$ cat config.mk
export PLATFORM = sky130hd
export DESIGN_NAME = uart_rx_8n1
export DESIGN_NICKNAME = d
export VERILOG_FILES = /design/src/rtl/uart_pkg.sv /design/src/rtl/sync_ff.sv /design/src/rtl/uart_rx_8n1.sv
export SDC_FILE = /design/constraint.sdc
export NUM_CORES = 1
export LEC_CHECK = 0
export CORE_UTILIZATION = 45
export CTS_CLUSTER_DIAMETER = 120
export DETAILED_ROUTE_END_ITERATION = 12
export GPL_TIMING_DRIVEN = 1
export MAX_ROUTING_LAYER = met4
export PLACE_DENSITY = 0.65
export SETUP_SLACK_MARGIN = 0.4
export SLEW_MARGIN = 15
export SYNTH_ARGS = -nofsm -noshare
export SYNTH_HDL_FRONTEND = slang
export SYNTH_SLANG_ARGS = --single-unit
$ cat constraint.sdc
create_clock -name CLOCK_50 -period 2.3 [get_ports CLOCK_50]
set_clock_uncertainty 0.15 [all_clocks]
set_input_delay 0.46 -clock CLOCK_50 [delete_from_list [all_inputs] [get_ports CLOCK_50]]
set_output_delay 0.46 -clock CLOCK_50 [all_outputs]
set_load 0.1 [all_outputs]
$ cat src/rtl/uart_pkg.sv
// Shared types and constants for the board UART receive path.
package uart_pkg;

  typedef enum logic [2:0] {IDLE, START, DATA, STOP, BREAK} uart_rx_state_t;

  localparam int BAUD_DIV_115200 = 434;

endpackage

$ cat src/rtl/sync_ff.sv
// Multi-flop synchronizer for asynchronous single-bit inputs (UART_RXD, SW, KEY).
module sync_ff #(
  parameter int   STAGES    = 2,
  parameter logic RESET_VAL = 1'b1
) (
  input  logic clk,
  input  logic reset,
  input  logic d,
  output logic q
);

  logic [STAGES-1:0] ff;

  always_ff @(posedge clk) begin
    if (reset) ff <= {STAGES{RESET_VAL}};
    else       ff <= {ff[STAGES-2:0], d};
  end

  assign q = ff[STAGES-1];

endmodule

$ cat src/rtl/uart_rx_8n1.sv
// 8N1 UART receiver: mid-bit sampling, one-deep output register, framing/overrun pulses.
module uart_rx_8n1
  import uart_pkg::*;
#(
  parameter int CLKS_PER_BIT = BAUD_DIV_115200,
  parameter int SYNC_STAGES  = 2
) (
  input  logic       CLOCK_50,
  input  logic       reset,
  input  logic       UART_RXD,
  output logic [7:0] rx_data,
  output logic       rx_valid,
  input  logic       rx_ack,
  output logic       frame_err,
  output logic       overrun,
  output logic       busy
);

  localparam int CW = $clog2(CLKS_PER_BIT);
  localparam logic [CW-1:0] LAST = CW'(CLKS_PER_BIT - 1);
  localparam logic [CW-1:0] HALF = CW'((CLKS_PER_BIT - 1) / 2);

  uart_rx_state_t state, state_next;
  logic [CW-1:0]  cnt;
  logic [2:0]     bit_idx;
  logic [7:0]     shreg;
  logic           rxs, rxs_d;
  logic           cnt_clr, shift_en, deliver, ferr;

  sync_ff #(.STAGES(SYNC_STAGES), .RESET_VAL(1'b1)) u_sync (
    .clk   (CLOCK_50),
    .reset (reset),
    .d     (UART_RXD),
    .q     (rxs)
  );

  // START ends at the half point, so every later sample lands mid-bit
  always_comb begin
    state_next = state;
    cnt_clr    = 1'b0;
    shift_en   = 1'b0;
    deliver    = 1'b0;
    ferr       = 1'b0;
    unique case (state)
      IDLE: begin
        cnt_clr = 1'b1;
        if (rxs_d && !rxs) state_next = START;
      end
      START: begin
        if (cnt == HALF) begin
          cnt_clr    = 1'b1;
          state_next = rxs ? IDLE : DATA;
        end
      end
      DATA: begin
        if (cnt == LAST) begin
          cnt_clr  = 1'b1;
          shift_en = 1'b1;
          if (bit_idx == 3'd7) state_next = STOP;
        end
      end
      STOP: begin
        if (cnt == LAST) begin
          cnt_clr = 1'b1;
          if (rxs) begin
            deliver    = 1'b1;
            state_next = IDLE;
          end else begin
            ferr       = 1'b1;
            state_next = BREAK;
          end
        end
      end
      BREAK: begin
        cnt_clr = 1'b1;
        if (rxs) state_next = IDLE;
      end
      default: state_next = IDLE;
    endcase
  end

  always_ff @(posedge CLOCK_50) begin
    if (reset) begin
      state     <= IDLE;
      rxs_d     <= 1'b1;
      cnt       <= '0;
      bit_idx   <= 3'd0;
      shreg     <= 8'h00;
      rx_data   <= 8'h00;
      rx_valid  <= 1'b0;
      frame_err <= 1'b0;
      overrun   <= 1'b0;
    end else begin
      state     <= state_next;
      rxs_d     <= rxs;
      cnt       <= cnt_clr ? '0 : cnt + 1'b1;
      frame_err <= ferr;
      overrun   <= deliver && rx_valid && !rx_ack;
      if (state != DATA)  bit_idx <= 3'd0;
      else if (shift_en)  bit_idx <= bit_idx + 3'd1;
      if (shift_en) shreg[bit_idx] <= rxs;
      // An unacknowledged byte wins over a newly completed one
      if (deliver) begin
        if (!rx_valid || rx_ack) begin
          rx_data  <= shreg;
          rx_valid <= 1'b1;
        end
      end else if (rx_valid && rx_ack) begin
        rx_valid <= 1'b0;
      end
    end
  end

  assign busy = (state != IDLE);

endmodule
After elaboration in Yosys (flattened, before gate mapping)
Cells that the tools add are included.
Widths: inputs -> output; s select.
{"block": "op_classes", "addsub": 2, "mul": 0, "div_mod_pow": 0, "n_lt_le_gt_ge": 2, "n_eq_ne": 15, "n_shift": 0, "n_mux": 23, "bitwise_logic": 2, "reduce_logical": 20}
{"operator": "$mux 3", "n": 7}
{"operator": "$pmux 3 s5", "n": 1}
{"operator": "$mux 1", "n": 11}
{"operator": "$ne 2x2->1 const B", "n": 5}
{"operator": "$add 9x1->9 const B", "n": 1}
{"operator": "$eq 9x8->1 const B", "n": 1}
{"operator": "$eq 9x9->1 const B", "n": 1}
{"operator": "$bwmux 8", "n": 1}
{"operator": "$reduce_or 2->1", "n": 4}
{"operator": "$eq 3x2->1 const B", "n": 2}
{"operator": "$eq 3x3->1 const B", "n": 2}
{"operator": "$reduce_and 6->1", "n": 1}
{"operator": "$logic_and 1x1->1", "n": 5}
{"operator": "$lt 3x4->1 const B", "n": 1}
{"operator": "$ne 2x1->1 const B", "n": 2}
{"operator": "$reduce_and 2->1", "n": 2}
{"operator": "$add 3x1->3 const B", "n": 1}
{"operator": "$demux 1 s3", "n": 1}
{"operator": "$eq 3x1->1 const B", "n": 1}
{"operator": "$ge 3x1->1 const B", "n": 1}
{"operator": "$logic_not 1->1", "n": 3}
{"operator": "$logic_not 3->1", "n": 1}
{"operator": "$ne 3x2->1 const B", "n": 1}
{"operator": "$pmux 1 s3", "n": 1}
{"operator": "6 further kinds", "n": 7}
{"block": "word_totals", "regBits": 37, "latchBits": 0, "ramBits": 0, "mem_bits_ro": 0, "input_bits": 4, "out_inout_bits": 12, "n_memories": 0}

Logic depth before layout (Yosys ltp)
{"block": "logic_depth", "depth_word": 5, "ltp_mapped": 7, "mapped_depth_nobuf": 6}

Hierarchy
Synthesis repeated with hierarchy kept, for this count alone.
{"block": "unflattened", "hier_cells": 177, "area_unflattened_um2": 1719.1}
{"module": "uart_rx_8n1", "instances": 1, "cells_each": 173, "area_each_um2": 1666.6, "seq_area_each_um2": 700.7}
{"module": "sync_ff", "instances": 1, "cells_each": 4, "area_each_um2": 52.6, "seq_area_each_um2": 40.0}

Worst setup path after synthesis
No wires, ideal clock.
{"block": "synth_timing", "path_type": "register to output", "start": "reg state[1]", "end": "out busy", "t_arrival_ps": 1391, "required_time_ps": 1690, "setup_slack_ps": 299, "stages_incl_launch_ff": 3, "path_cell_list": "dfxtp_1 > clkbuf_1 > or3_1"}
{"block": "synth_via", "elab_chain_cells": 1}
{"item": "start, declared", "line_no": "uart_rx_8n1.sv:23", "source": "uart_rx_state_t state, state_next;"}
{"item": "start signal, assigned", "line_no": "uart_rx_8n1.sv:94", "source": "state <= state_next;"}
{"item": "$reduce_bool 3->1", "line_no": "uart_rx_8n1.sv:114", "source": "assign busy = (state != IDLE);"}
{"item": "end, declared", "line_no": "uart_rx_8n1.sv:16", "source": "output logic busy"}
Every way passes these cells.

Worst setup path in the final report
{"block": "layout_timing", "start": "reg cnt[4]", "end": "reg shreg[7]"}
{"block": "layout_via", "elab_chain_cells": 3}
{"item": "start, declared", "line_no": "uart_rx_8n1.sv:24", "source": "logic [CW-1:0] cnt;"}
{"item": "start signal, assigned", "line_no": "uart_rx_8n1.sv:96", "source": "cnt <= cnt_clr ? '0 : cnt + 1'b1;"}
{"item": "$eq 9x9->1", "line_no": "uart_rx_8n1.sv:56", "source": "if (cnt == LAST) begin"}
{"item": "$mux 1", "line_no": "uart_rx_8n1.sv:56"}
{"item": "$mux 1", "line_no": "uart_rx_8n1.sv:44", "source": "unique case (state)"}
{"item": "end signal, assigned by index", "line_no": "uart_rx_8n1.sv:101", "source": "if (shift_en) shreg[bit_idx] <= rxs;"}
{"item": "end, declared", "line_no": "uart_rx_8n1.sv:26", "source": "logic [7:0] shreg;"}
Every way passes these cells.
A chain may end at the register's enable or synchronous reset.

==> reports/results.tsv <==
stage	metric	value	unit
timing	final.setup.tns	0	ns
cells_and_area	multi_input_area	931	um^2
route	via_per_inst	5.40	
cells_and_area	fillers	330	
synth	syn_area_per_cell	9.11	um^2
cells_and_area	syn_to_final_growth	21.4	%
clocking	clock_sinks	37	
grt	antenna_found_initial	0	
placement	gp_congestion	0.852	
clocking	cts_tree	yes	
run	maxCapViolCount	0	
setup_path	path_depth	4	
route	post_drt_wl_per_cell	13.1	um
setup_path	path_delay_family	simple AND/OR/NAND/NOR gates	
floorplan	rows	21	
power	p_leak	0.000793	uW
setup_path	crit_chain	and4b_2, nand3_4, or4_4, mux2i_1	
setup_path	required	2.32	ns
synth	synth_cells	186	
grt	grtUsageTotal	18.1	%
cells_and_area	regArea	753	um^2
status	status	finished clean	
cells_and_area	final_layout_size_suffix_gt1_share	23.4	%
setup_path	r2r_start	cnt[4]	
clocking	postCtsHoldBufs	0	
synth	synth_edf_count	0	
synth	synth_seq_area_share	43.7	%
synth	synth_ff_type	dfxtp_1	
setup_path	worst_path_max_delay_cell	or4_4	
grt	grt_pass1_wl	5620	um
setup_path	path_buf_inv	0	
cells_and_area	fin_nets	213	
setup_path	r2r_end	shreg[7]	
route	routed_wl	3290	um
route	drt_iter0_drc	52	
route	ant_nets	0	
timing	setup_viol	0	
setup_path	cpPeakStageDelay	0.54	ns
grt	grt_max_degree	28	
setup_path	r2r_slack	0.42	ns
setup_path	startpoint	cnt[4]	
clocking	path_clk_slew	0.08	ns
placement	dp.cells	240	
floorplan	die_w	63.4	um
route	first_pass_iters	4	
setup_path	reg2regPathDepth	4	
timing	timing.slew.headroom	66.7	%
floorplan	coreArea	0.00347	mm^2
floorplan	initial_core_util	48.8	%
clocking	root_buffer	clkbuf_8	
route	vias	1355	
clocking	clk_latency	0.29	ns
route	drcViolationCount	0	
grt	overflow	0	
setup_path	crit_end	shreg[7]	
power	power_density	660	mW/mm^2
power	peakVddDrop	365	uV
timing	hold_viol_final	0	
synth	netlist_area	0.00169	mm^2
clocking	cts_made_buffers	5	
cells_and_area	antenna_cells	0	
timing	drv_slew	0	
floorplan	die-area	0.00401	mm^2
timing	min_period	1.88	ns
worst_hold_path	hold_path_class	flop to flop	
floorplan	die_y	63.4	um
cells_and_area	stdcell_count	251	
synth	ys_warn_count	0	
synth	synth-seq-cells	37	
timing	finalCritPeriodShare	81.6	%
timing	grt_setup_unrepaired	true	
setup_path	crit_path_start_kind	flop	
synth	synth_cell_type_count	37	
grt	grt_pass1_vias	1282	
clocking	cts.htree.levels	2	
clocking	cts_buffer_depth	2	
setup_path	cp-end-kind	flop	
setup_path	crit_arrival	1.90	ns
synth	ys_async_sr_fraction	0	%
setup_path	path_class	flop to flop	
timing	worstMarginPinSlew	0.497	ns
floorplan	io_pins	16	
timing	max_freq	533	MHz
placement	io_buffer_count	15	
setup_path	cp_max_fo	7	
synth	synth_fp_nets	195	
placement	post-dp-hpwl	2370	um
-- cell type report --
type	count	area share, %
multi-input cells	135	45.3
flip-flops and latches	37	36.6
repair buffers	18	7.54
clock buffers	5	3.35
clock inverters	3	3.16
well taps	46	2.80
inverters	7	1.28
-- state kept, by name (all words and copies together) (netlist names), 2 cells and up --
signal     cells
shreg          8
u_sync.ff      2
state          3
rx_data        8
cnt            9
bit_idx        3
-- worst min-delay path by stage --
stage,startpoint,end,slack [ns],depth (start not counted)
floorplan,u_sync.ff[0],u_sync.ff[1],0.24,1
global placement,u_sync.ff[0],u_sync.ff[1],0.25,1
detailed placement,u_sync.ff[0],u_sync.ff[1],0.24,1
CTS,u_sync.ff[0],u_sync.ff[1],0.26,1
global route,u_sync.ff[0],u_sync.ff[1],0.28,1
finish,u_sync.ff[0],u_sync.ff[1],0.26,1
-- cells in the final DEF (no fill, tap or decap), types with 4 or more instances in the layout --
cell type	count
nand2b_1	7
or2_2	5
or3_1	6
nor2_1	25
a21oi_1	7
dfxtp_1	31
clkbuf_8	5
nor3_1	7
inv_1	6
buf_4	14
dfxtp_2	4
nand3_1	6
nand2_1	9
o21ai_0	7
xnor2_1	6
mux2i_1	11
-- synth_stat cells, types with 2 or more instances --
cell       n  area, um^2
nor2_1    25        93.8
nand3_1    6        30.0
nand4_1    2        12.5
xnor2_1    6        52.6
or2_2      5        31.3
nor2b_1    3        18.8
a31oi_1    2        12.5
xor2_1     2        17.5
a21oi_1    8        40.0
ha_1       5        62.6
nor4_1     3        18.8
inv_1      7        26.3
clkbuf_1   5        18.8
and4b_1    3        30.0
mux2i_1   11         110
nor3_1     7        35.0
dfxtp_1   37         741
or3_1      8        50.1
o21ai_0    7        35.0
nand2_1    9        33.8
o31ai_1    2        15.0
nand2b_1   7        43.8
buf_6      2        22.5
-- metrics by stage --
stage	area, um^2	util, %	hold WS [ns]	setup slack [ns]	power, uW
6_report	2060	59.3	0.261	0.424	1360
2_1_floorplan	1700	-	0.239	0.474	694
3_5_place_dp	1850	53.3	0.244	0.256	711
3_3_place_gp	1850	53.3	0.248	0.292	710
5_1_grt	2060	59.3	0.284	0.376	1400
4_1_cts	2010	57.9	0.262	0.402	1370
-- report_power, final --
part / leakage [uW] / switching (uW) / total, uW / internal, uW
Combinational: 0.000423 / 29.4 / 51.7 / 22.4
Sequential: 0.000302 / 5.16 / 648 / 642
Clock: 0.0000681 / 227 / 657 / 431
-- per-layer routing --
| layer | track usage, % | vias up | wire length, um |
|---|---|---|---|
| met4 | 5.40 | 0 | 44 |
| met2 | 29.7 | 19 | 1550 |
| met5 | - | - | 0 |
| met1 | 21.5 | 645 | 1590 |
| li1 | - | 684 | - |
| met3 | 4.89 | 7 | 109 |
-- cell families (layout without fill, tap and decap cells) --
kind of cell,after synthesis,after routing,share of synthesized area [%]
AND/OR/NAND/NOR,87,88,29.8
flip-flops,37,37,43.7
AO/OA/AOI/OAI,23,23,7.83
buffers and inverters,15,33,4.28
multiplexers,11,11,6.50
XOR/XNOR,8,8,4.14
adder cells (fa/ha/maj),5,5,3.69
-- timing repair --
action,4_1_cts,5_1_grt
resized for setup,7,9
pin swaps,0,2
setup buffers,0,2
cloned,1,0
endpoints found under the setup margin,5,18
Note: power is estimated with default switching activity, not from simulation.
